<file path="src/rtl/wash_pkg.sv">
// Shared motor command codes and drive-state encoding for wash_fsm and wash_motor_drv.
package wash_pkg;

  localparam logic [1:0] MOT_STOP = 2'b00;
  localparam logic [1:0] MOT_FWD  = 2'b01;
  localparam logic [1:0] MOT_REV  = 2'b10;
  localparam logic [1:0] MOT_ILL  = 2'b11;

  typedef enum logic [1:0] {
    IDLE = 2'd0,
    RAMP = 2'd1,
    RUN  = 2'd2,
    DEAD = 2'd3
  } drv_state_e;

  function automatic logic is_drive_cmd(input logic [1:0] m);
    return (m == MOT_FWD) || (m == MOT_REV);
  endfunction

endpackage

</file>
<file path="src/rtl/wash_motor_drv_pwm_gen.sv">
// Free-running PWM counter with registered compare; full duty gives a constant high.
module pwm_gen #(
  parameter int PWM_BITS = 6
) (
  input  logic                clk,
  input  logic                rst_n,
  input  logic [PWM_BITS-1:0] duty_i,
  input  logic                enable_i,
  output logic                pwm_o
);

  logic [PWM_BITS-1:0] cnt_q;
  logic                pwm_q;

  // NOTE: clocked state uses non-blocking assignments so every register samples pre-edge values.
  always_ff @(posedge clk or negedge rst_n) begin
    if (!rst_n) begin
      cnt_q <= '0;
      pwm_q <= 1'b0;
    end else begin
      cnt_q <= cnt_q + 1'b1;
      pwm_q <= enable_i & ((duty_i == '1) | (cnt_q < duty_i));
    end
  end

  assign pwm_o = pwm_q;

endmodule

</file>
<file path="src/rtl/wash_motor_drv.sv">
// H-bridge driver: soft-start duty ramp, dead-time on every stop/reversal, sticky illegal flag.
module wash_motor_drv
  import wash_pkg::*;
#(
  parameter int DEAD_CYC = 400,
  parameter int PWM_BITS = 6,
  parameter int RAMP_CYC = 40
) (
  input  logic       clk,
  input  logic       rst_n,
  input  logic [1:0] motor,
  output logic       drv_a,
  output logic       drv_b,
  output logic [1:0] dir_q,
  output logic       at_speed,
  output logic       cmd_err
);

  localparam int PWM_MAX = (1 << PWM_BITS) - 1;
  localparam int TMR_MAX = (DEAD_CYC > RAMP_CYC) ? DEAD_CYC : RAMP_CYC;
  localparam int TMR_W   = $clog2(TMR_MAX) + 1;

  drv_state_e          state_q, state_d;
  logic [PWM_BITS-1:0] duty_q, duty_d;
  logic [TMR_W-1:0]    tmr_q, tmr_d;
  logic [1:0]          dir_lat_q, dir_lat_d;
  logic [1:0]          drv_dir_q;
  logic                at_speed_q;
  logic                cmd_err_q;
  logic                drive_on;

  // NOTE: every always_comb output gets a default first, so no path can infer a latch.
  always_comb begin
    state_d   = state_q;
    duty_d    = duty_q;
    tmr_d     = tmr_q;
    dir_lat_d = dir_lat_q;
    case (state_q)
      IDLE: begin
        if (is_drive_cmd(motor)) begin
          state_d   = RAMP;
          dir_lat_d = motor;
          duty_d    = '0;
          tmr_d     = '0;
        end
      end
      RAMP: begin
        if (motor != dir_lat_q) begin
          state_d = DEAD;
          duty_d  = '0;
          tmr_d   = '0;
        end else if (tmr_q == TMR_W'(RAMP_CYC - 1)) begin
          tmr_d  = '0;
          duty_d = duty_q + 1'b1;
          // Enter RUN on the same edge the duty reaches full scale.
          if (duty_q == PWM_BITS'(PWM_MAX - 1)) state_d = RUN;
        end else begin
          tmr_d = tmr_q + 1'b1;
        end
      end
      RUN: begin
        if (motor != dir_lat_q) begin
          state_d = DEAD;
          duty_d  = '0;
          tmr_d   = '0;
        end
      end
      DEAD: begin
        if (tmr_q == TMR_W'(DEAD_CYC - 1)) begin
          tmr_d = '0;
          if (is_drive_cmd(motor)) begin
            state_d   = RAMP;
            dir_lat_d = motor;
            duty_d    = '0;
          end else begin
            state_d = IDLE;
          end
        end else begin
          tmr_d = tmr_q + 1'b1;
        end
      end
      default: state_d = IDLE;
    endcase
  end

  always_ff @(posedge clk or negedge rst_n) begin
    if (!rst_n) begin
      state_q    <= IDLE;
      duty_q     <= '0;
      tmr_q      <= '0;
      dir_lat_q  <= MOT_STOP;
      drv_dir_q  <= MOT_STOP;
      at_speed_q <= 1'b0;
      cmd_err_q  <= 1'b0;
    end else begin
      state_q    <= state_d;
      duty_q     <= duty_d;
      tmr_q      <= tmr_d;
      dir_lat_q  <= dir_lat_d;
      drv_dir_q  <= ((state_d == RAMP) || (state_d == RUN)) ? dir_lat_d : MOT_STOP;
      at_speed_q <= (state_d == RUN);
      cmd_err_q  <= cmd_err_q | (motor == MOT_ILL);
    end
  end

  assign drive_on = (state_q == RAMP) || (state_q == RUN);

  // One generator per leg; both counters start together at reset and stay in phase.
  pwm_gen #(.PWM_BITS(PWM_BITS)) u_pwm_a (
    .clk      (clk),
    .rst_n    (rst_n),
    .duty_i   (duty_q),
    .enable_i (drive_on && (dir_lat_q == MOT_FWD)),
    .pwm_o    (drv_a)
  );

  pwm_gen #(.PWM_BITS(PWM_BITS)) u_pwm_b (
    .clk      (clk),
    .rst_n    (rst_n),
    .duty_i   (duty_q),
    .enable_i (drive_on && (dir_lat_q == MOT_REV)),
    .pwm_o    (drv_b)
  );

  assign dir_q    = drv_dir_q;
  assign at_speed = at_speed_q;
  assign cmd_err  = cmd_err_q;

  a_legs_exclusive: assert property (@(posedge clk) disable iff (!rst_n) !(drv_a && drv_b));

endmodule
</file>
<file path="config.mk">
export PLATFORM = sky130hd
export DESIGN_NAME = wash_motor_drv
export DESIGN_NICKNAME = d
export VERILOG_FILES = /design/src/rtl/wash_pkg.sv /design/src/rtl/wash_motor_drv_pwm_gen.sv /design/src/rtl/wash_motor_drv.sv
export SDC_FILE = /design/constraint.sdc
export NUM_CORES = 1
export LEC_CHECK = 0
export CORE_UTILIZATION = 56
export CTS_BUF_LIST = sky130_fd_sc_hd__clkbuf_4
export CTS_CLUSTER_DIAMETER = 150
export DETAILED_ROUTE_END_ITERATION = 10
export PLACE_DENSITY_LB_ADDON = 0.3
export RECOVER_POWER = 25
export SLEW_MARGIN = 5
export SYNTH_ARGS = -nofsm -noshare
export SYNTH_HDL_FRONTEND = slang
export SYNTH_SLANG_ARGS = --single-unit
</file>
<file path="constraint.sdc">
create_clock -name clk -period 2.1 [get_ports clk]
set_input_delay 0.42 -clock clk [delete_from_list [all_inputs] [get_ports clk]]
set_output_delay 0.42 -clock clk [all_outputs]
set_load 0.02 [all_outputs]
</file>
# Word-level counts from Yosys, hierarchy flattened
# Cells that the tools add are included.
# totals
inputBits,4
register_bits,38
out_inout_bits,6
# op_classes
mux,24
n_bitwise,5
order_cmp,2
reduce_logical,8
eq_ne,19
n_addsub,4
# op_table
cell,count
two-way mux 10 bit,5
case mux 10 bit (4 select lines),1
two-way mux 6 bit,5
case mux 6 bit (4 select lines),1
adder 6 x 1 -> 6 bit (second input constant),3
two-way mux 2 bit,9
== test 2 bit (second input constant),6
== test 6 bit (second input constant),2
less-than comparator 6 bit,2
adder 10 x 1 -> 10 bit (second input constant),1
== test 10 x 6 -> 1 bit (second input constant),1
== test 10 x 9 -> 1 bit (second input constant),1
== test 2 x 1 -> 1 bit (second input constant),4
case mux 2 bit (4 select lines),1
inequality test 2 bit (second input constant),3
case mux 2 bit (2 select lines),1
logical OR 1 bit,3
inequality test 3 bit (second input constant),1
bitwise OR 1 bit,3
AND reduction 3 bit,1
bitwise AND 1 bit,2
logical AND 1 bit,2
zero test 2 bit,1
inequality test 2 bit,1
2 further kinds,2

# Logic depth before layout (Yosys ltp)
# logic_depth
depth_word,8
ltp_mapped,9

# Cells and area by module
# A second synthesis with hierarchy kept.
# unflattened
hier_cells,226
area_unflattened_um2,2269.7
# modules_own_cells
module,cells_per_inst,seq_area_each_um2,area_each_um2,n_inst
wash_motor_drv,152,600.6,1476.4,1
pwm_gen,37,175.2,396.6,2

# Worst setup path before layout
# OpenSTA, ideal clock, no wires.
# synth_timing
path_kind,reg-to-reg
from,register tmr_q[0]
to,register drv_dir_q[0] (netlist: dir_q[0])
stages_incl_launch_ff,9
n_path_buf,0
required_ns,2.027
slack_ns,-0.204
period_less_slack_ns,2.304
setup_ns,0.073
arrival_ns,2.231
path_cell_list,dfrtp_1 -> ha_1 -> or4b_4 -> o31a_1 -> o21a_1 -> a211oi_1 -> o21ai_0 -> ha_1 -> nor2b_1
# synth_between
elab_chain_len,7
word_cells_on_any_way,12
cone_classes,eq/ne: 4; mux: 7; reduce/logical: 1
# synth_rtl
item,line_no,text
from (decl),wash_motor_drv.sv:25,"logic [TMR_W-1:0] tmr_q, tmr_d;"
from (signal assigned),wash_motor_drv.sv:98,tmr_q <= tmr_d;
== test 10 x 6 -> 1 bit,wash_motor_drv.sv:52,end else if (tmr_q == TMR_W'(RAMP_CYC - 1)) begin
two-way mux 2 bit,wash_motor_drv.sv:52,
two-way mux 2 bit,wash_motor_drv.sv:48,if (motor != dir_lat_q) begin
case mux 2 bit (4 select lines) (*),wash_motor_drv.sv:38,case (state_q)
via state_d[1],wash_motor_drv.sv:23,"drv_state_e state_q, state_d;"
== test 2 x 1 -> 1 bit / == test 2 bit (equally long branches),wash_motor_drv.sv:100,drv_dir_q <= ((state_d == RAMP) || (state_d == RUN)) ? dir_lat_d : MOT_STOP;
logical OR 1 bit (*),wash_motor_drv.sv:100,
two-way mux 2 bit (*),wash_motor_drv.sv:100,
to (signal assigned),wash_motor_drv.sv:100,
to (decl),wash_motor_drv.sv:27,logic [1:0] drv_dir_q;
# The timed path passes the listed nets; every way through them passes the cells marked *.
# A chain may end at the register's enable or synchronous reset.

# Worst setup path in the final report
# Same ends and word-level chain as after synthesis.

==> results.md <==
* Total nets after synthesis at ~250
* Initial DRC count at 157
* Top post-synthesis cells by area: dfrtp_1 (44%), ha_1 (12%), o21ai_0 (3.7%)
* GRT overflow at 0
* Initial antenna violation count at 0
* Pwr Density at 977.1 nW/µm²
* Total core area at 3689 µm²
* Vias/cell at between 5 and 6
* Synth Flop Type: dfrtp_1
* DRT Wirelength at roughly 4.6 mm
* H-Tree Level Count at 2
* Max VDD drop at ~480 µV
* Cell taking the most area after synthesis: dfrtp_1
* Hold Path Stages at 1
* Layout Nets at between 200 and 300
* Synth cell count leaders: dfrtp_1 (38), ha_1 (21), nand2_1 (16), o21ai_0 (16), nand3_1 (15)
* Worst-margin pin slew at around 860 ps
* Setup CP Type: register to register
* Detailed Place HPWL at 3.479 mm
* Met2 wire length at roughly 2.3 mm
* DR WL/cell at about 15 µm
* Root Driver: clkbuf_4
* Leakage at between 1 and 1.5 nW
* RSZ-0062 raised after global routing: yes
* CTS tree: yes
* Total track usage at approximately a quarter
* Arr. time, crit path at roughly 2500 ps
* IO Count at 10
* Worst Skew at ~16 ps
* R2R cell count at 8
* Final Hold Viols at 0
* Fill cells at around 280
* Routed Antenna Nets at 0
* Final Cycle Share at 107.1%
* Die area at 4136 µm²
* Failing checks: negative setup slack
* Clk_lat worst skew at 350 ps
* RD Place Congestion at roughly 0.91
* Max Root-Sink Buffers at 2
* M1 WL at 2.089 mm
* DRC Markers at 0
* Worst-path clk slew at 110 ps
* Sequential cell area at approximately 950 µm²
* Startpoint types: register
* Final hold slack at between 400 and 500 ps
* Status: finished with violations
* Sink Count at 38
* Worst Setup End Kind: register
* CP max FO at 3
* Library cells used by synthesis at 43
* Core Rows at 22
* Final setup violation count at 10
* Largest net degree at the start of global routing at 17
* Final Max Tran Viols at 0
* Final worst slack at -149.4 ps
* Vias in the first global route at 1,790
* Post-synth EDFFs at 0
* Met3 WL post-DR at ~140 µm
* Synthesized instance count at 220
* Seq cells post-synth at 38
* Vias at roughly 1,800
* Top sig layer: met4
* Sequential area share after synthesis at 43.73%
* Slew margin rel. at 42.64%
* Layout cells sized above 1 at between 20 and 25%
* First drt pass iteration count at 4
* Num CTS Buffers at 5
* Max_cap viols at 0
* CP required at approximately 2400 ps
* Die W at between 60 and 70 µm
* DP Worst Slack at -299.4 ps
* Chip height at between 60 and 70 µm
* YS warnings at 0
* Diodes inserted at 0
* Fin crit period at 2249 ps
* Starting density of the core at between 50% and 60%
* Port Buffers at 9
* Max Freq at about 0.44 GHz
* First-pass GRT wire length at 8.079 mm
* Asr flop ratio synth at between 90% and 100%
* Hold WC Path Type: register to register
* Share of the synthesized area in the top cell type at a little over two fifths
* Multi-input logic area at approximately 1200 µm²
* Synthesized area at between 2000 and 2500 µm²
* Area Growth Syn to Fin at 24.80%
* Top-count cell post-synth: dfrtp_1
* Avg Inst Size Synth at ~9.9 µm²
routing by layer:
metal  GRT usage [%]  vias up
met5               0        -
met4           8.889        0
met3           6.607        6
met1           31.74      872
met2           42.76       27
li1                -      903
registers in the layout (all words and copies together) (netlist names):
register / count
tmr_q: 10
state_q: 2
cmd_err: 1
u_pwm_b.cnt_q: 6
at_speed: 1
dir_q: 2
duty_q: 6
u_pwm_b.pwm_o: 1
u_pwm_a.cnt_q: 6
u_pwm_a.pwm_o: 1
dir_lat_q: 2
worst max-delay path, stage by stage, from the launching register on:
cell	delay, ps
dfrtp_1	400
ha_4	160
or4b_4	490
o31a_1	270
o21a_1	180
a211oi_2	180
o21ai_2	100
ha_1	290
nor2b_1	130
timing repair:
item	CTS	global route
setup buffers	3	3
resized for setup	8	13
hold buffers	1	0
pin swaps	4	4
endpoints found under the setup margin	14	18
hold endpoints to repair	14	0
gates cloned	0	0
stage by stage:
stage	cells	TNS [ps]	instance area [µm²]	util [%]	total power [mW]
2_1_floorplan	220	-241.4	2177	-	1.588
3_3_place_gp	302	-2677	2514	68.15	2.012
3_5_place_dp	302	-3445	2514	68.15	2.045
4_1_cts	314	-495.7	2644	71.68	2.529
5_1_grt	317	-2278	2714	73.58	2.847
6_report	317	-705.6	2714	73.58	2.652
path summary, 6_finish.rpt:
check | start | endpoint | slack [ps]
max in group asynchronous | rst_n | duty_q[1] | 710
hold reg to reg | u_pwm_a.cnt_q[0] | u_pwm_a.cnt_q[0] | 460
setup reg to reg | tmr_q[0] | dir_q[0] | -150
setup / recovery | tmr_q[0] | dir_q[0] | -150
hold / removal | u_pwm_a.cnt_q[0] | u_pwm_a.cnt_q[0] | 460
min in group asynchronous | rst_n | dir_q[1] | 690
cell families (layout without fill, tap and decap cells):
logic type	count (synthesis)	after routing	synth area share (%)
XOR/XNOR	10	10	4.028
multiplexers	2	2	0.9781
adder cells (fa/ha/maj)	21	21	12.08
buffers and inverters	16	65	3.107
AND/OR/NAND/NOR	75	75	18.70
flip-flops	38	38	43.73
AO/OA/AOI/OAI	58	58	17.38
cell type report:
cell class	instances	area share, %
Tap cell	48	2.213
Clock inverter	2	0.3227
Multi-Input combinational cell	166	45.83
Timing Repair Buffer	44	13.14
Sequential cell	38	35.04
Clock buffer	6	1.660
Inverter	13	1.798
power breakdown:
group	switching (mW)	internal, mW	leakage [nW]	total (mW)
Clock	0.227	0.139	0.0331	0.366
Combinational	0.712	0.693	0.726	1.41
Sequential	0.0726	0.808	0.488	0.881
layout by cell type (no fill, tap or decap), types with 7 or more instances in the layout:
cell	instances
buf_4	32
ha_1	20
clkdlybuf4s50_1	8
inv_1	13
and3_1	8
xnor2_1	7
a21oi_1	9
nand2_1	16
o21ai_0	11
nor2_1	8
dfrtp_1	38
nand3_1	15
Note: power is estimated with default switching activity, not from simulation.
==> patch, RTL diff (same settings) <==
Make the reset (`rst_n`) synchronous in 2 clocked blocks.
--- a/src/rtl/wash_motor_drv_pwm_gen.sv
+++ b/src/rtl/wash_motor_drv_pwm_gen.sv
@@ -14,5 +14,5 @@
 
   // NOTE: clocked state uses non-blocking assignments so every register samples pre-edge values.
-  always_ff @(posedge clk or negedge rst_n) begin
+  always_ff @(posedge clk) begin
     if (!rst_n) begin
       cnt_q <= '0;
--- a/src/rtl/wash_motor_drv.sv
+++ b/src/rtl/wash_motor_drv.sv
@@ -84,5 +84,5 @@
   end
 
-  always_ff @(posedge clk or negedge rst_n) begin
+  always_ff @(posedge clk) begin
     if (!rst_n) begin
       state_q    <= IDLE;
Check against the original RTL: differs if rst_n is asserted again (counterexample within 4 cycles, from zero or initial values and one cycle with rst_n low); with rst_n held inactive, the same outputs for 10 cycles.
==> patch against the original RTL <==
  * Critical path depth up 1
  * Clock skew decreased by 0.011 ns
  * Hold slack improved by 0.011 ns
  * Final area grew 2.3%
  * Total power down 6.9%
  * Routed wire length is 10% higher
  * Largest cell class unchanged
  * Worst setup slack improved by 0.18 ns
  * Sequential cell count unchanged
  * Sequential share of layout area down 7.5 points
  * Synthesized area is 2.9% higher
==> patch: results (changes against the original RTL) <==
clock buffer depth=2 (unchanged); hold-fix buffers at CTS=0 (was 1); Diodes inserted=0 (unchanged); worst reg-to-reg path cell count=9 (was 8); Mapped Nets=278 (was 245); DRT iter0 DRCs=113 (was 157); Slew HR=74.5% (was 42.6%); routed vias=2030 (was 1808); sequential fraction of the synthesis area=34.0% (was 43.7%); WP data arrival=2.37 ns (was 2.53 ns); CTS Root Cell=clkbuf_4 (unchanged); first-pass GRT wire length=8650 um (was 8080 um); status=finished clean (was finished, violations left); initial antenna violation count=0 (unchanged); flop2flop setup slack=0.03 ns (was -0.15 ns); final wirelength=5080 um (was 4620 um); Top reg by flops=tmr_q (unchanged); post-synth cell types=55 (was 43); Post-synth ARST share=0% (was 100%); Mean Syn Cell Area=8.85 um^2 (was 9.88 um^2); placed cell count=335 (was 302); worst setup slack after placement=-0.395 ns (was -0.299 ns); Port Buf Inserts=9 (unchanged); vias per inst=5.88 (was 5.70); share of layout cells above drive strength 1=23.6% (was 22.3%); worst hold path type=register to register (unchanged); worst ir drop on vdd=947 uV (was 484 uV); # fillers=283 (was 281); Clock Skews=0.00411 ns (was 0.0155 ns); Syn. warnings=0 (unchanged); largest net degree at the start of global routing=30 (was 17); worst r2r src=tmr_q[0] (unchanged); GP Congestion=0.870 (was 0.914); top post-synthesis cells by area=dfxtp_1, ha_1, nand3_1, xnor2_1, and2_1 (was dfrtp_1, ha_1, o21ai_0, nand3_1, xnor2_1); htree depth=2 (unchanged); Worst-Skew Late Latency=0.34 ns; vias in the first global route=1943 (was 1790); first drt pass iteration count=4 (unchanged); leak pwr=0.00106 uW (was 0.00125 uW); Largest register FFs=10 (unchanged); commonest cells in the netlist=dfxtp_1, ha_1, nand2_1, nand3_1, a21oi_1 (was dfrtp_1, ha_1, nand2_1, o21ai_0, nand3_1); placed wire-length estimate=3820 um (was 3480 um); GRT Total Usage=26.2% (was 25.6%); final net count=321 (was 293); TritonCTS buffer count=5 (unchanged); Net Sw Power=916 uW (was 1010 uW); CP endpoint=dir_q[1] (was dir_q[0]); Startpoint Class=register (unchanged); crit path max fanout=4 (was 3); share of the synthesized area in the top cell type=34.0% (was 43.7%); crit path time final=2.07 ns (was 2.25 ns); Clock Pin Slew Worst Setup and Hold Paths=0.11 ns (about the same)
patch: cell count changes after synthesis, moves of 5 or more:
cell	before	now
a21boi_0	0	5
a22o_1	6	1
and2_1	2	11
dfrtp_1	38	0
dfxtp_1	0	38
o21ai_0	16	7
o22ai_1	1	6
patch: per-layer routing:
| metal | track usage [%] | vias up | part of all wire, % |
|---|---|---|---|
| li1 | - | 1008 | - |
| met3 | 5.38 | 8 | 3.9 |
| met2 | 44.6 | 42 | 49 |
| met4 | 9.78 | 0 | 1.6 |
| met5 | 0 | - | 0 |
| met1 | 32.3 | 972 | 46 |
patch: final cells by class:
class                      instances  area (um^2)  share of cell area, %
sequential                        38          763                   27.5
tap                               48         60.1                   2.16
inverter                          10         37.5                   1.35
multi-input combinational        195         1470                   53.0
clock inverter                     2         8.76                  0.315
timing repair buffer              46          390                   14.1
clock buffer                       6         45.0                   1.62
patch: stage by stage:
stage                     instance area, um^2  util, %  hold WS (ns)  TNS, ns
after CTS                                2710     72.5         0.482  -0.0279
after global placement                   2640     70.6         0.437    -4.81
final                                    2780     74.2         0.474        0
after global routing                     2780     74.2         0.504  -0.0749
after floorplan                          2240        -         0.432        0
after detailed placement                 2640     70.6         0.455    -5.47
patch: worst min-delay path by stage:
| stage | start | end | slack, ns | cells past startpoint |
|---|---|---|---|---|
| global placement | cmd_err | cmd_err | 0.44 | 1 |
| detailed placement | cmd_err | cmd_err | 0.45 | 1 |
| CTS | cmd_err | cmd_err | 0.48 | 1 |
| global route | cmd_err | cmd_err | 0.50 | 1 |
| floorplan | u_pwm_a.cnt_q[0] | u_pwm_a.cnt_q[0] | 0.43 | 1 |
| finish | cmd_err | cmd_err | 0.47 | 1 |
patch: kinds of logic after synthesis:
family	after synthesis	share of synthesized area (%)
xor+xnor	12	4.70
fa+ha+maj	21	11.7
flops	38	34.0
buf+inv	20	3.52
simple gates	99	26.2
compound gates	63	19.9
patch: worst max-delay path, stage by stage (launching register included):
cell and delay, ns:
dfxtp_2 0.35, ha_4 0.17, and4bb_2 0.22, nand4b_1 0.13, o211ai_1 0.15, a2111oi_4 0.44, a21oi_2 0.06, ha_1 0.28
nand2b_4 0.15, nor2_2 0.07
patch: power groups by stage:
stage,clock (uW),sequential (uW),combinational (uW)
2_1_floorplan,0,867,654
3_3_place_gp,0,841,1120
5_1_grt,417,838,1380
3_5_place_dp,0,842,1120
4_1_cts,389,827,1130
6_report,374,831,1260
patch: repair_timing:
| action | CTS | global route |
|---|---|---|
| setup endpoints to repair | 3 | 5 |
| gates resized for setup | 6 | 11 |
| cloned | 0 | 0 |
| buffers inserted | 0 | 2 |
| pin swaps | 2 | 3 |
